--- config.mk ---
export PLATFORM = sky130hd
export DESIGN_NAME = output_argmax
export DESIGN_NICKNAME = d
export VERILOG_FILES = /design/src/rtl/nn_pkg.sv /design/src/rtl/argmax_cmp_update.sv /design/src/rtl/output_argmax.sv
export SDC_FILE = /design/constraint.sdc
export NUM_CORES = 1
export LEC_CHECK = 0
export BUFFER_PORTS_ARGS = -buffer_cell sky130_fd_sc_hd__buf_2
export CORE_MARGIN = 2
export CORE_UTILIZATION = 52
export DETAILED_ROUTE_END_ITERATION = 10
export GPL_TIMING_DRIVEN = 1
export MAX_ROUTING_LAYER = met4
export PLACE_DENSITY_LB_ADDON = 0.15
export SETUP_SLACK_MARGIN = 0.02
export SYNTH_ARGS = -nofsm -noshare
export SYNTH_HDL_FRONTEND = slang
export SYNTH_SLANG_ARGS = --single-unit
--- constraint.sdc ---
create_clock -name clk -period 3.7 [get_ports clk]
set_clock_uncertainty 0.2 [all_clocks]
set_input_delay 0.37 -clock clk [delete_from_list [all_inputs] [get_ports clk]]
set_output_delay 0.37 -clock clk [all_outputs]
set_load 0.1 [all_outputs]
--- src/rtl/nn_pkg.sv ---
// Shared types and constants for the neural-network classification path.
package nn_pkg;

    typedef logic signed [15:0] q15_t;

    typedef enum logic [1:0] {
        IDLE,
        ACCUM,
        HOLD
    } argmax_state_e;

    localparam int NN_NUM_CLASSES = 10;

endpackage

--- src/rtl/argmax_cmp_update.sv ---
// Combinational compare/update of the running (best, idx[, second, idx2]) tuple.
// Runner-up tracking is present only when ARGMAX_RUNNER_UP_EN is defined.
module argmax_cmp_update #(
    parameter int DATA_W  = 16,
    parameter int CLASS_W = 4
) (
    input  logic                      first,
    input  logic signed [DATA_W-1:0]  cand,
    input  logic        [CLASS_W-1:0] cand_idx,
    input  logic signed [DATA_W-1:0]  best,
    input  logic        [CLASS_W-1:0] best_idx,
`ifdef ARGMAX_RUNNER_UP_EN
    input  logic                      has_second,
    input  logic signed [DATA_W-1:0]  second,
    input  logic        [CLASS_W-1:0] second_idx,
    output logic signed [DATA_W-1:0]  second_nxt,
    output logic        [CLASS_W-1:0] second_idx_nxt,
`endif
    output logic signed [DATA_W-1:0]  best_nxt,
    output logic        [CLASS_W-1:0] best_idx_nxt
);

    always_comb begin
        best_nxt     = best;
        best_idx_nxt = best_idx;
`ifdef ARGMAX_RUNNER_UP_EN
        second_nxt     = second;
        second_idx_nxt = second_idx;
`endif
        if (first) begin
            best_nxt     = cand;
            best_idx_nxt = '0;
`ifdef ARGMAX_RUNNER_UP_EN
            // Mirror the first beat so a one-beat frame reports a zero margin.
            second_nxt     = cand;
            second_idx_nxt = '0;
`endif
        end else if (cand > best) begin
            best_nxt     = cand;
            best_idx_nxt = cand_idx;
`ifdef ARGMAX_RUNNER_UP_EN
            second_nxt     = best;
            second_idx_nxt = best_idx;
`endif
        end
`ifdef ARGMAX_RUNNER_UP_EN
        else if (!has_second || (cand > second)) begin
            second_nxt     = cand;
            second_idx_nxt = cand_idx;
        end
`endif
    end

endmodule

--- src/rtl/output_argmax.sv ---
// Streaming argmax over one frame of output-layer results with a held valid/ready result.
// Optional runner-up class and margin outputs: define ARGMAX_RUNNER_UP_EN.
module output_argmax
    import nn_pkg::*;
#(
    parameter int NUM_CLASSES = NN_NUM_CLASSES,
    parameter int CLASS_W     = 4,
    parameter int DATA_W      = 16
) (
    input  logic                      clk,
    input  logic                      rst_n,
    input  logic                      in_valid,
    output logic                      in_ready,
    input  logic signed [DATA_W-1:0]  in_data,
    input  logic                      in_last,
    output logic                      out_valid,
    input  logic                      out_ready,
    output logic        [CLASS_W-1:0] out_class,
    output logic        [DATA_W-1:0]  out_score,
`ifdef ARGMAX_RUNNER_UP_EN
    output logic        [CLASS_W-1:0] out_class2,
    output logic        [DATA_W:0]    out_margin,
`endif
    output logic                      out_err
);

    localparam int CNT_W = CLASS_W + 1;
    localparam logic [DATA_W-1:0] SCORE_MIN = {1'b1, {(DATA_W-1){1'b0}}};

    argmax_state_e state, state_next;

    logic                      accept;
    logic                      first;
    logic                      at_len;
    logic                      frame_end;
    logic                      frame_err;
    logic        [CNT_W-1:0]   count;
    logic        [CNT_W-1:0]   beat_cnt;
    logic        [CNT_W-1:0]   count_next;
    logic signed [DATA_W-1:0]  best, best_nxt;
    logic        [CLASS_W-1:0] idx, idx_nxt;
`ifdef ARGMAX_RUNNER_UP_EN
    logic signed [DATA_W-1:0]  second, second_nxt;
    logic        [CLASS_W-1:0] idx2, idx2_nxt;
    logic                      has_second;
`endif

    assign in_ready  = (state != HOLD);
    assign out_valid = (state == HOLD);
    assign accept    = in_valid && in_ready;
    assign first     = (state == IDLE);

    // IDLE starts a fresh frame regardless of the stale count left by the last one.
    assign beat_cnt   = first ? '0 : count;
    assign count_next = beat_cnt + 1'b1;
    assign at_len     = (count_next == CNT_W'(NUM_CLASSES));
    assign frame_end  = accept && (in_last || at_len);
    assign frame_err  = (in_last != at_len);
`ifdef ARGMAX_RUNNER_UP_EN
    assign has_second = (beat_cnt >= CNT_W'(2));
`endif

    argmax_cmp_update #(
        .DATA_W  (DATA_W),
        .CLASS_W (CLASS_W)
    ) u_cmp (
        .first          (first),
        .cand           (in_data),
        .cand_idx       (beat_cnt[CLASS_W-1:0]),
        .best           (best),
        .best_idx       (idx),
`ifdef ARGMAX_RUNNER_UP_EN
        .has_second     (has_second),
        .second         (second),
        .second_idx     (idx2),
        .second_nxt     (second_nxt),
        .second_idx_nxt (idx2_nxt),
`endif
        .best_nxt       (best_nxt),
        .best_idx_nxt   (idx_nxt)
    );

    always_ff @(posedge clk or negedge rst_n) begin
        if (!rst_n) begin
            state <= IDLE;
        end else begin
            state <= state_next;
        end
    end

    always_comb begin
        state_next = state;
        case (state)
            IDLE:    if (accept) state_next = frame_end ? HOLD : ACCUM;
            ACCUM:   if (frame_end) state_next = HOLD;
            HOLD:    if (out_ready) state_next = IDLE;
            default: state_next = IDLE;
        endcase
    end

    always_ff @(posedge clk or negedge rst_n) begin
        if (!rst_n) begin
            count     <= '0;
            best      <= SCORE_MIN;
            idx       <= '0;
            out_class <= '0;
            out_score <= '0;
            out_err   <= 1'b0;
`ifdef ARGMAX_RUNNER_UP_EN
            second     <= SCORE_MIN;
            idx2       <= '0;
            out_class2 <= '0;
            out_margin <= '0;
`endif
        end else if (accept) begin
            count <= count_next;
            best  <= best_nxt;
            idx   <= idx_nxt;
`ifdef ARGMAX_RUNNER_UP_EN
            second <= second_nxt;
            idx2   <= idx2_nxt;
`endif
            if (frame_end) begin
                out_class <= idx_nxt;
                out_score <= best_nxt;
                out_err   <= frame_err;
`ifdef ARGMAX_RUNNER_UP_EN
                out_class2 <= idx2_nxt;
                out_margin <= {best_nxt[DATA_W-1], best_nxt} - {second_nxt[DATA_W-1], second_nxt};
`endif
            end
        end
    end

endmodule

# Word-level counts from Yosys, hierarchy flattened

Cells that the tools add are included.

Register bits: 48
Bits in latches: 0
Memory bits (writable): 0
Bits in read-only memories: 0
Bits of input ports: 21
Output and inout bits: 23
Logic and storage cells: 33
Memories: 0

Add/sub/neg operators: 1
Multiply operators: 0
Divide/modulo/power cells: 0
Order comparisons: 1
Equal/unequal tests: 8
Shifts and indexed selects: 0
Multiplexer cells: 10
Bitwise gates (word level): 0
Reduce and logical (&&, ||, !) cells: 6

Operators by type and width:

| kind                | count |
|---|---|
| $mux 16             | 2 |
| $gt 16x16->1        | 1 |
| $mux 2              | 4 |
| $mux 4              | 2 |
| $pmux 2 s3          | 1 |
| $add 5x1->5 const B | 1 |
| $eq 5x4->1 const B  | 1 |
| $mux 5              | 1 |
| $ne 2x1->1 const B  | 2 |
| $ne 2x2->1 const B  | 2 |
| $reduce_and 3->1    | 1 |
| $eq 2x1->1 const B  | 1 |
| $eq 2x2->1 const B  | 1 |
| $logic_and 1x1->1   | 2 |
| $logic_not 2->1     | 1 |
| $reduce_and 2->1    | 1 |
| $logic_or 1x1->1    | 1 |
| $ne 1x1->1          | 1 |

# Longest topological paths before layout

Word-level depth: 9
Gate-level depth with buffers: 14
Depth with buffers taken out: 11

# Hierarchy

Synthesis repeated with hierarchy kept, for this count alone.

Cells, all modules: 225
Area, all modules: 2,815.2 sq um

By module, submodules not included:

| module            | instances | cells an instance | area each (sq um) |
|---|---|---|---|
| output_argmax     | 1         | 131               | 2,016.9 |
| argmax_cmp_update | 1         | 94                | 798.3 |

# Worst setup path before layout

OpenSTA, ideal clock, no wires.

Path kind: register -> register
From: register state[0]
To: register count[2]
Setup time: 77 ps
Arrival: 2,938 ps
Data required time: 3,423 ps
Setup slack: 485 ps
Cell stages (with the launch flop): 8
Buffers on the path: 2
Path through: dfrtp_1 -> clkbuf_1 -> nand2b_1 -> inv_1 -> nor2_1 -> clkbuf_1 -> a21oi_1 -> a21oi_1

RTL lines:

| element                  | RTL line             | source |
|---|---|---|
| start: declaration       | output_argmax.sv:30  | `argmax_state_e state, state_next;` |
| start signal: assignment | output_argmax.sv:87  | `state <= state_next;` |
| $ne 2x2->1               | output_argmax.sv:48  | `assign in_ready = (state != HOLD);` |
| named net in_ready       | output_argmax.sv:13  | `output logic in_ready,` |
| $logic_and 1x1->1        | output_argmax.sv:50  | `assign accept = in_valid && in_ready;` |
| end signal: assignment   | output_argmax.sv:116 | `count <= count_next;` |
| end: declaration         | output_argmax.sv:37  | `logic [CNT_W-1:0] count;` |

The timed path passes the listed nets, and every way through them passes these cells.
A chain may end at the register's enable or synchronous reset.

# Worst setup path in the final report

From: register state[0]
To: register out_score[11]

Word-level cells in the longest chain between the ends: 7

Ends and longest elaborated chain:

| element                    | RTL line             | source |
|---|---|---|
| $logic_not 2->1            | output_argmax.sv:51  | `assign first = (state == IDLE);` |
| $mux 5                     | output_argmax.sv:54  | `assign beat_cnt = first ? '0 : count;` |
| $add 5x1->5                | output_argmax.sv:55  | `assign count_next = beat_cnt + 1'b1;` |
| $eq 5x4->1                 | output_argmax.sv:56  | `assign at_len = (count_next == CNT_W'(NUM_CLASSES));` |
| $logic_or 1x1->1           | output_argmax.sv:57  | `assign frame_end = accept && (in_last \|\| at_len);` |
| $logic_and 1x1->1          | output_argmax.sv:57  |  |
| $reduce_and 2->1 (no line) | -                    |  |
| end signal: assignment     | output_argmax.sv:125 | `out_score <= best_nxt;` |
| end: declaration           | output_argmax.sv:19  | `output logic [DATA_W-1:0] out_score,` |

Parallel ways exist; a longest one is shown, timed or not.

==> flow_metrics.py <==
metrics = {
    "drt": {
        "detail_route.drc_violations": 0,
        "route.detailed.vias_per_inst": 5.86,
        "routedWlPerCell_um": 16.2,
        "drt_iter0_drc": 180,
        "drt_first_pass_iters": 4,
        "ant_nets": 0,
        "routed_wirelength_mm": 7.64,
        "dr_total_vias": 2755,
    },
    "pwr": {
        "internal_power_uw": 1410,
        "switching_share_pct": 53.5,
        "clkPwrFrac_pct": 13.2,
        "p_per_area_mw_per_mm2": 857,
        "power.net_switching_uw": 1620,
        "vdd_ir_drop_max_uv": 490,
        "power_frac_comb_pct": 59.3,
        "power_frac_seq_pct": 27.4,
        "leakagePower_uw": 0.00158,
        "total_power_uw": 3030,
    },
    "critical_path": {
        "logic_depth_of_the_worst_register_to_register_path": 8,
        "critPathMaxFanout": 21,
        "critical_path.slowest_cell": "sky130_fd_sc_hd__or2_2",
        "timing_worst_setup_path_type": "reg2reg",
        "crit_path_end_kind": "register",
        "critical_path.cell_chain": "or2_2, and2_1, ha_1, nor4b_1, o211ai_1, ha_1, or2_2, o31a_1",
        "cpPeakStageDelay_ps": 520,
        "critPathRequiredTime_ps": 3700,
        "crit_path_start_kind": "register",
        "cp_data_arrival_time_ps": 3350,
    },
    "synth": {
        "synth_top_area_share_pct": 36.5,
        "synth_area_leader_cell": "sky130_fd_sc_hd__dfrtp_1",
        "synth_flop_cell": "sky130_fd_sc_hd__dfrtp_1",
        "synth_async_sr_flop_share_pct": 100,
        "netlist_instances": 363,
        "synth_edf_count": 0,
        "synthMostInstantiatedCell": "sky130_fd_sc_hd__nand2_1",
        "mappedNetlistNets": 403,
        "synth_commonest_cells": "sky130_fd_sc_hd__nand2_1, sky130_fd_sc_hd__dfrtp_1, sky130_fd_sc_hd__o21ai_0",
        "synthesis.area_sq_mm": 0.00322,
        "synth_seq_area_share_pct": 37.4,
        "ys_top_cells_by_area": "sky130_fd_sc_hd__dfrtp_1, sky130_fd_sc_hd__nand2_1, sky130_fd_sc_hd__ha_1",
        "synth-seq-cells": 48,
        "postSynthAreaPerCell_sq_um": 8.87,
        "synth.lib_cells_used.distinct": 43,
        "synthesis_warning_total": 0,
    },
    "floorplanning": {
        "initial_utilization_pct": 54.0,
        "die_height_um": 82.7,
        "die_area_sq_mm": 0.00683,
        "die_x_um": 82.7,
        "num_rows": 28,
        "pin_count": 44,
        "core_area_sq_mm": 0.00596,
    },
    "final_layout": {
        "flow.area_growth_from_synthesis_pct": 9.80,
        "total_nets_final": 434,
        "cell_area_after_layout_sq_mm": 0.00353,
        "layout.cells.non_filler": 470,
        "insertedDiodeCount": 0,
        "post_route_cells_drive_above_1_share_pct": 24.3,
    },
    "global_routing": {
        "global_route.usage.total_pct": 25.0,
        "grt_antenna_before_repair": 0,
        "number_of_global_route_vias_before_repair": 2638,
        "gr-total-overflow": 0,
        "grt_first_pass_wirelength_mm": 12.7,
        "grt_start_max_net_pins": 49,
    },
    "cts": {
        "postCtsSetupRepairBufs": 0,
        "ctsHtreeMaxLevel": 2,
        "insertion_delay_ps": 320,
        "max-clock-path-buffers": 2,
        "clk_transition_reported_paths_ps": 100,
        "cts_inserted_buffers": 5,
        "cts_tree": "yes",
        "postCtsResizedCells": 0,
        "cts_num_sinks": 48,
        "cts-root-buf": "sky130_fd_sc_hd__clkbuf_8",
    },
    "sta": {
        "worst_case_setup_margin_in_the_final_layout_ps": 345,
        "fin_setup_tns_ps": 0,
        "clock.fmax_ghz": 0.298,
        "post-route-min-period_ps": 3350,
        "timing.slew.headroom_pct": 56.8,
        "timing_hold_violations_final": 0,
        "worst-slew-pin-transition_ps": 648,
        "report.final.setup_viol": 0,
        "post-route-period-util_pct": 90.7,
        "rsz0062_at_grt": "no",
        "maxSlewViolCount": 0,
    },
    "placed_design": {
        "dpl_cell_area_sq_mm": 0.00341,
        "placement.io_buffers": 43,
        "place.detailed.hpwl_mm": 4.86,
        "gpl.final_weighted_congestion": 0.822,
        "numPlacedInstances": 461,
        "post-place-ws_ps": 380,
    },
    "hold_path": {
        "worstHoldPathType": "in2reg",
        "worstHoldPathCells": 2,
    },
    "run_status": {
        "outcome": "finished, final reports clean",
    },
    "run": {
        "max_cap_viol_count": 0,
    },
}
[power groups by stage]
stage	Clock, uW	Sequential [uW]	Combinational, uW
2_1_floorplan	0	1430	963
5_1_grt	429	861	1940
6_report	400	831	1800
3_5_place_dp	0	842	1790
4_1_cts	409	831	1800
3_3_place_gp	0	835	1770
[timing repair]
item	CTS	global route
setup endpoints to repair	0	0
hold buffers	1	0
endpoints found under the hold margin	47	0
[placed cells by master (no fill, tap or decap), drive strengths merged]
master / n
nor4b: 2
nor3: 2
o211ai: 13
buf: 50
a311o: 16
nor2b: 1
nand4: 4
o2111ai: 4
a22o: 1
a21o: 1
o31ai: 1
nand2: 74
a21oi: 12
clkbuf: 5
o21ai: 36
o32ai: 1
nand3: 13
and3: 1
dfstp: 1
and2: 1
or2: 19
nand2b: 2
a211oi: 15
dlygate4sd3: 1
bufinv: 1
dfrtp: 47
or3: 1
mux2i: 1
clkinv: 2
o31a: 16
o22ai: 1
inv: 22
nor2: 8
or4: 1
ha: 19
[critical path, delay by kind of cell (launching register included)]
family | cells | cell delay (ps)
AO/OA/AOI/OAI | 2 | 510
AND/OR/NAND/NOR | 4 | 1530
adder cells (fa/ha/maj) | 2 | 510
flip-flops | 1 | 480
[metal layers]
metal / GRT usage, % / share of wire, %
met1: 33.1 / 47
met2: 40.2 / 47
met3: 3.80 / 4.4
met4: 7.05 / 0.65
met5: - / 0
[metrics by stage]
| stage | utilization [%] | hold WS (ps) |
|---|---|---|
| 2_1_floorplan | - | -126 |
| 3_3_place_gp | 57.2 | 252 |
| 3_5_place_dp | 57.2 | 271 |
| 4_1_cts | 59.3 | 32.4 |
| 5_1_grt | 59.3 | 41.1 |
| 6_report | 59.3 | 35.4 |
[final timing paths]
| path | startpoint | endpoint | slack, ps |
|---|---|---|---|
| min in group asynchronous | rst_n | out_err | 480 |
| min | out_ready | state[1] | 40 |
| min reg2reg | out_err | out_err | 290 |
| max | state[0] | out_score[11] | 350 |
| max in group asynchronous | rst_n | best[7] | 2370 |
| max reg2reg | state[0] | out_score[11] | 350 |
[registers in the layout, indices dropped and copies added, names as in the netlist]
name       flops
idx            4
out_err        1
count          5
out_score     16
out_class      4
state          2
best          16
[cells by family (layout without fill, tap and decap cells)]
| logic type | count (synthesis) | after routing | synth area share (%) |
|---|---|---|---|
| buffers and inverters | 49 | 81 | 8.01 |
| multiplexers | 1 | 1 | 0.311 |
| AO/OA/AOI/OAI | 117 | 117 | 27.4 |
| flip-flops | 48 | 48 | 37.4 |
| adder cells (fa/ha/maj) | 19 | 19 | 7.39 |
| AND/OR/NAND/NOR | 129 | 129 | 19.5 |
[layout make-up]
| type | count | area [sq um] |
|---|---|---|
| Clock inverter | 3 | 47.5 |
| Tap cell | 75 | 93.8 |
| Fill cell | 551 | 2420 |
| Multi-Input combinational cell | 266 | 1760 |
| Clock buffer | 5 | 68.8 |
| Timing Repair Buffer | 51 | 278 |
| Inverter | 22 | 82.6 |
| Sequential cell | 48 | 1200 |
Power figures use the tool's default switching activity.
